--- config.mk ---
export PLATFORM = sky130hd
export DESIGN_NAME = pipeline_hazard_ctrl
export DESIGN_NICKNAME = d
export VERILOG_FILES = /design/src/rtl/pipe_ctrl_pkg.sv /design/src/rtl/pipeline_hazard_ctrl_load_use_detect.sv /design/src/rtl/pipeline_hazard_ctrl.sv
export SDC_FILE = /design/constraint.sdc
export NUM_CORES = 1
export LEC_CHECK = 0
export ABC_AREA = 0
export CORE_UTILIZATION = 34
export CTS_BUF_LIST = sky130_fd_sc_hd__clkbuf_8 sky130_fd_sc_hd__clkbuf_16
export DETAILED_ROUTE_END_ITERATION = 10
export PLACE_DENSITY = 0.95
export SLEW_MARGIN = 20
export SYNTH_ARGS = -nofsm -noshare
export SYNTH_HDL_FRONTEND = slang
export SYNTH_HIERARCHICAL = 1
export SYNTH_SLANG_ARGS = --single-unit
--- constraint.sdc ---
create_clock -name clk -period 2.93 [get_ports clk]
set_clock_uncertainty 0.15 [all_clocks]
set_input_delay 0.586 -clock clk [delete_from_list [all_inputs] [get_ports clk]]
set_output_delay 0.586 -clock clk [all_outputs]
set_load 0.02 [all_outputs]
--- src/rtl/pipe_ctrl_pkg.sv ---
// Shared types and constants for the pipeline hazard controller.
package pipe_ctrl_pkg;
   localparam int REG_ADDR_W = 5;
   localparam logic [REG_ADDR_W-1:0] REG_ZERO = 5'd0;

   typedef enum logic [1:0] {
      RUN      = 2'd0,
      MEM_WAIT = 2'd1,
      TIMEOUT  = 2'd2
   } ctrl_state_t;
endpackage

--- src/rtl/pipeline_hazard_ctrl_load_use_detect.sv ---
// Load-use hazard compare: a load in EX whose destination feeds the instruction in ID.
module load_use_detect #(
   parameter int AW = 5
) (
   input  logic [AW-1:0] id_rs,
   input  logic [AW-1:0] id_rt,
   input  logic          id_uses_rt,
   input  logic          ex_mem_read,
   input  logic [AW-1:0] ex_rt,
   output logic          hazard
);
   import pipe_ctrl_pkg::*;

   // $zero never carries a real dependency
   assign hazard = ex_mem_read && (ex_rt != AW'(REG_ZERO)) &&
                   ((ex_rt == id_rs) || (id_uses_rt && (ex_rt == id_rt)));
endmodule

--- src/rtl/pipeline_hazard_ctrl.sv ---
// Pipeline buffer sequencing: load-use stall, branch flush, data-memory freeze with watchdog.
// Optional performance counters are built when HAZ_PERF_CNT_EN is defined.
module pipeline_hazard_ctrl #(
   parameter int REG_ADDR_W   = pipe_ctrl_pkg::REG_ADDR_W,
   parameter int WAIT_TIMEOUT = 16,
   parameter int CNT_W        = 16
) (
   input  logic                  clk,
   input  logic                  reset,
   input  logic [REG_ADDR_W-1:0] id_rs,
   input  logic [REG_ADDR_W-1:0] id_rt,
   input  logic                  id_uses_rt,
   input  logic                  ex_mem_read,
   input  logic [REG_ADDR_W-1:0] ex_rt,
   input  logic                  mem_access,
   input  logic                  dmem_ready,
   input  logic                  mem_branch_taken,
   input  logic                  err_clr,
   output logic                  pc_write,
   output logic                  ifid_write,
   output logic                  ifid_flush,
   output logic                  idex_bubble,
   output logic                  exmem_flush,
   output logic                  pipe_freeze,
   output logic                  mem_timeout,
   output logic [1:0]            ctrl_state,
   output logic [CNT_W-1:0]      stall_cnt,
   output logic [CNT_W-1:0]      flush_cnt,
   output logic [CNT_W-1:0]      wait_cnt
);
   import pipe_ctrl_pkg::*;

   localparam int TW = $clog2(WAIT_TIMEOUT + 1);

   ctrl_state_t   state, state_nx;
   logic [TW-1:0] timer, timer_nx;
   logic          lu_hazard, freeze;
   logic          stall_ev, flush_ev, wait_ev;

   load_use_detect #(.AW(REG_ADDR_W)) u_lud (
      .id_rs       (id_rs),
      .id_rt       (id_rt),
      .id_uses_rt  (id_uses_rt),
      .ex_mem_read (ex_mem_read),
      .ex_rt       (ex_rt),
      .hazard      (lu_hazard)
   );

   // TIMEOUT holds the pipe regardless of dmem_ready
   assign freeze   = (state == TIMEOUT) || (mem_access && !dmem_ready);
   assign wait_ev  = freeze;
   assign flush_ev = !freeze && mem_branch_taken;
   assign stall_ev = !freeze && !mem_branch_taken && lu_hazard;

   always_comb begin
      pc_write    = 1'b1;
      ifid_write  = 1'b1;
      ifid_flush  = 1'b0;
      idex_bubble = 1'b0;
      exmem_flush = 1'b0;
      pipe_freeze = 1'b0;
      if (!reset) begin
         pc_write    = 1'b0;
         ifid_write  = 1'b0;
         ifid_flush  = 1'b1;
         idex_bubble = 1'b1;
         exmem_flush = 1'b1;
      end else if (freeze) begin
         pipe_freeze = 1'b1;
         pc_write    = 1'b0;
         ifid_write  = 1'b0;
      end else if (mem_branch_taken) begin
         ifid_flush  = 1'b1;
         idex_bubble = 1'b1;
         exmem_flush = 1'b1;
      end else if (lu_hazard) begin
         pc_write    = 1'b0;
         ifid_write  = 1'b0;
         idex_bubble = 1'b1;
      end
   end

   always_comb begin
      state_nx = state;
      timer_nx = timer;
      case (state)
         RUN: if (freeze) begin
            state_nx = MEM_WAIT;
            timer_nx = TW'(1);
         end
         MEM_WAIT: if (!freeze) begin
            state_nx = RUN;
            timer_nx = '0;
         end else if (timer == TW'(WAIT_TIMEOUT - 1)) begin
            state_nx = TIMEOUT;
            timer_nx = '0;
         end else begin
            timer_nx = timer + TW'(1);
         end
         TIMEOUT: if (err_clr) state_nx = RUN;
         default: begin
            state_nx = RUN;
            timer_nx = '0;
         end
      endcase
   end

   always_ff @(posedge clk) begin
      if (!reset) begin
         state       <= RUN;
         timer       <= '0;
         mem_timeout <= 1'b0;
      end else begin
         state       <= state_nx;
         timer       <= timer_nx;
         mem_timeout <= (state_nx == TIMEOUT);
      end
   end

   assign ctrl_state = state;

`ifdef HAZ_PERF_CNT_EN
   always_ff @(posedge clk) begin
      if (!reset) begin
         stall_cnt <= '0;
         flush_cnt <= '0;
         wait_cnt  <= '0;
      end else begin
         if (stall_ev && stall_cnt != '1) stall_cnt <= stall_cnt + 1'b1;
         if (flush_ev && flush_cnt != '1) flush_cnt <= flush_cnt + 1'b1;
         if (wait_ev  && wait_cnt  != '1) wait_cnt  <= wait_cnt + 1'b1;
      end
   end
`else
   logic unused_ev;
   assign unused_ev = stall_ev ^ flush_ev ^ wait_ev;
   assign stall_cnt = '0;
   assign flush_cnt = '0;
   assign wait_cnt  = '0;
`endif
endmodule
==> flow_summary_export.csv <==
group,metric,value,unit
worst_setup_path,endpoint_kind,"output port",
power,leakage,0.0006063,uW
timing,final-setup-viol-count,0,
global_routing,overflow,0,
floorplan,core,2500,sq um
clock_tree,cts_root_buf,"clkbuf_8",
floorplan,die_area,2898,sq um
worst_setup_path,critPathKind,"input pin to output port",
detailed_routing,via_count,738,
yosys,synth_seq_area_share,17.53,%
yosys,synth_cells,114,
detailed_routing,drcViolationCount,0,
worst_setup_path,cp-start-kind,"input pin",
clock_tree,cts_setup_buffers,0,
yosys,synthXorXnorAreaFrac,9.589,%
detailed_routing,viasPerCell,4.033,
worst_setup_path,path_cells,"clkdlybuf4s50_1, inv_1, o21ai_1, and2_1, clkdlybuf4s50_1",
floorplan,die_h,53.83,um
clock_tree,cts_buffers,3,
final_layout,nets,179,
timing,timing.final.hold_violations,0,
yosys,syn_avg_cell_area,8.012,sq um
yosys,syn_area,913.4,sq um
yosys,synthMuxAreaShare,0,%
global_routing,grt_pass1_wl,2352,um
final_layout,fin_cells,183,
worst_setup_path,cp_slowest_cell,"clkdlybuf4s50_1",
clock_tree,clkSinkCount,8,
detailed_routing,antenna_left,0,
placed_design,dp.cells,180,
final_layout,final_cell_mix,"conb_1, clkdlybuf4s50_1, buf_4",
worst_hold_path,hold_class,"register to register",
final_layout,finalCoreUtilization,47.10,%
clock_tree,clock_latency,0.23,ns
global_routing,antenna_found_initial,0,
yosys,synth_cell_type_count,27,
clock_tree,tritoncts,"done",
timing,grt_setup_unrepaired,"no",
flow_run,maxCapViolCount,0,
floorplan,dieWidth,53.83,um
placed_design,gp_congestion,0.7554,
yosys,synthAdderAreaFrac,1.370,%
yosys,ys_seq_elements,8,
final_layout,area_growth,28.90,%
worst_setup_path,cp_max_fo,4,
power,ir_worst_vdd,0.2609,mV
detailed_routing,wl_per_cell,8.923,um
final_layout,diodes,0,
placed_design,hpwl,1399,um
timing,period_needed,2.837,ns
final_layout,fillerInstances,245,
final_layout,drive_gt1_share,14.38,%
yosys,synth-compound-area-share,10.96,%
yosys,yosysWarnings,6,
worst_setup_path,cp_common_cell,"clkdlybuf4s50_1",
clock_tree,clockBufferDepth,2,
worst_setup_path,critical_path_required,2.19,ns
final_layout,design_area,1177,sq um
final_layout,mostFrequentLayoutCell,"conb_1",
clock_tree,cts.clk_slew.worst_paths,0.04,ns
power,p_per_area,329.9,nW/um^2
yosys,synth-simple-area-share,17.81,%
timing,timing.setup.tns,0,ns
timing,finalCritPeriodShare,96.83,%
yosys,synth_top_family_by_area,"buffers and inverters",
global_routing,grt_pass1_vias,558,
detailed_routing,wl,1633,um
floorplan,rows,18,
detailed_routing,drt_pass1_iterations,4,
timing,drv_slew,0,
global_routing,grt_max_degree,9,
timing,holdWs,0.3139,ns
floorplan,ios,80,
outcome,outcome,"finished, final reports clean",
floorplan,start_util,36.54,%
clock_tree,holdBufCountCts,0,
timing,max_freq,352.5,MHz
worst_setup_path,max_stage_delay,0.59,ns
placed_design,place_area,1122,sq um
global_routing,grt_use_total,11.77,%
worst_setup_path,reg2reg_slack,1.49,ns
detailed_routing,drtIter0Drc,8,
worst_setup_path,arrival,2.10,ns
clock_tree,htree_num_levels,1,
placed_design,numPortBuffers,31,
==> registers in the layout, summed over array words and instances, names as in the netlist <==
signal       count
ctrl_state       2
mem_timeout      1
timer            5
==> per-layer routing <==
layer	vias to the layer above	track usage, %	routed length, um
met5	-	0	0
met4	0	8.772	39
met3	5	4.237	155
met2	48	19.14	851
met1	327	12.33	587
li1	358	-	-
==> path summary, 6_finish.rpt <==
| path | cells past startpoint | endpoint | start |
|---|---|---|---|
| max | 5 | pipe_freeze | mem_access |
| min | 1 | timer[4] | timer[4] |
| max reg2reg | 5 | timer[3] | timer[0] |
| min reg2reg | 1 | timer[4] | timer[4] |
==> stage by stage <==
stage          setup slack (ns)  power, uW
2_1_floorplan           0.02290      250.7
3_3_place_gp            -0.4951      256.0
5_1_grt                 0.01132      410.1
6_report                0.09299      388.4
3_5_place_dp            -0.5686      257.9
4_1_cts                 0.02237      390.6
==> what timing repair did <==
item                                    4_1_cts  5_1_grt
gates resized for setup                      23        9
endpoints found under the setup margin        3        1
pin swaps                                     3        7
==> critical path: cells and delay by family <==
kind,cells,cell delay [ns]
AOI/OAI and AO/OA,1,0.24
and+or+nand+nor,1,0.16
buffers and inverters,3,1.11
==> Yosys cell counts <==
master / n / area [sq um]
buf_4: 50 / 375.4
nor2b_1: 1 / 6.260
or4_1: 1 / 7.510
o221a_2: 1 / 11.26
a31oi_1: 1 / 6.260
nor3b_1: 1 / 7.510
nand2_1: 2 / 7.510
nor3_1: 1 / 5.000
nor2_1: 8 / 30.03
or3b_1: 1 / 8.760
nor3b_2: 1 / 12.51
ha_1: 1 / 12.51
inv_1: 3 / 11.26
a21oi_1: 4 / 20.02
nand4bb_4: 1 / 27.53
a211oi_1: 1 / 7.510
xor2_1: 7 / 61.31
xnor2_1: 3 / 26.28
o21ai_1: 2 / 10.01
o211a_1: 2 / 20.02
nand2b_1: 1 / 6.260
nand3_1: 5 / 25.02
dfxtp_1: 8 / 160.2
and2_1: 1 / 6.260
nor4_2: 1 / 12.51
conb_1: 1 / 3.750
o21ai_0: 5 / 25.02
==> where the power goes <==
group	leakage (uW)	switching, uW	internal, uW
sequential	0.0000648	1.27	111
clock	0.0000216	44.3	89.1
combinational	0.000520	90.9	51.8
total	0.000606	137	252
==> cell type report <==
type	count	area, sq um	area share, %
multi-input combinational	100	555.5	47.18
timing repair buffer	39	371.6	31.56
sequential	8	160.2	13.60
clock buffer	3	41.29	3.507
tap	30	37.54	3.188
inverter	3	11.26	0.9564
==> kinds of logic after synthesis <==
family	count (synthesis)
buffers and inverters	53
and+or+nand+nor	25
AOI/OAI and AO/OA	16
xor gates and xnor gates	10
DFF	8
adders and majority gates	1
other	1
Power figures use the tool's default switching activity.
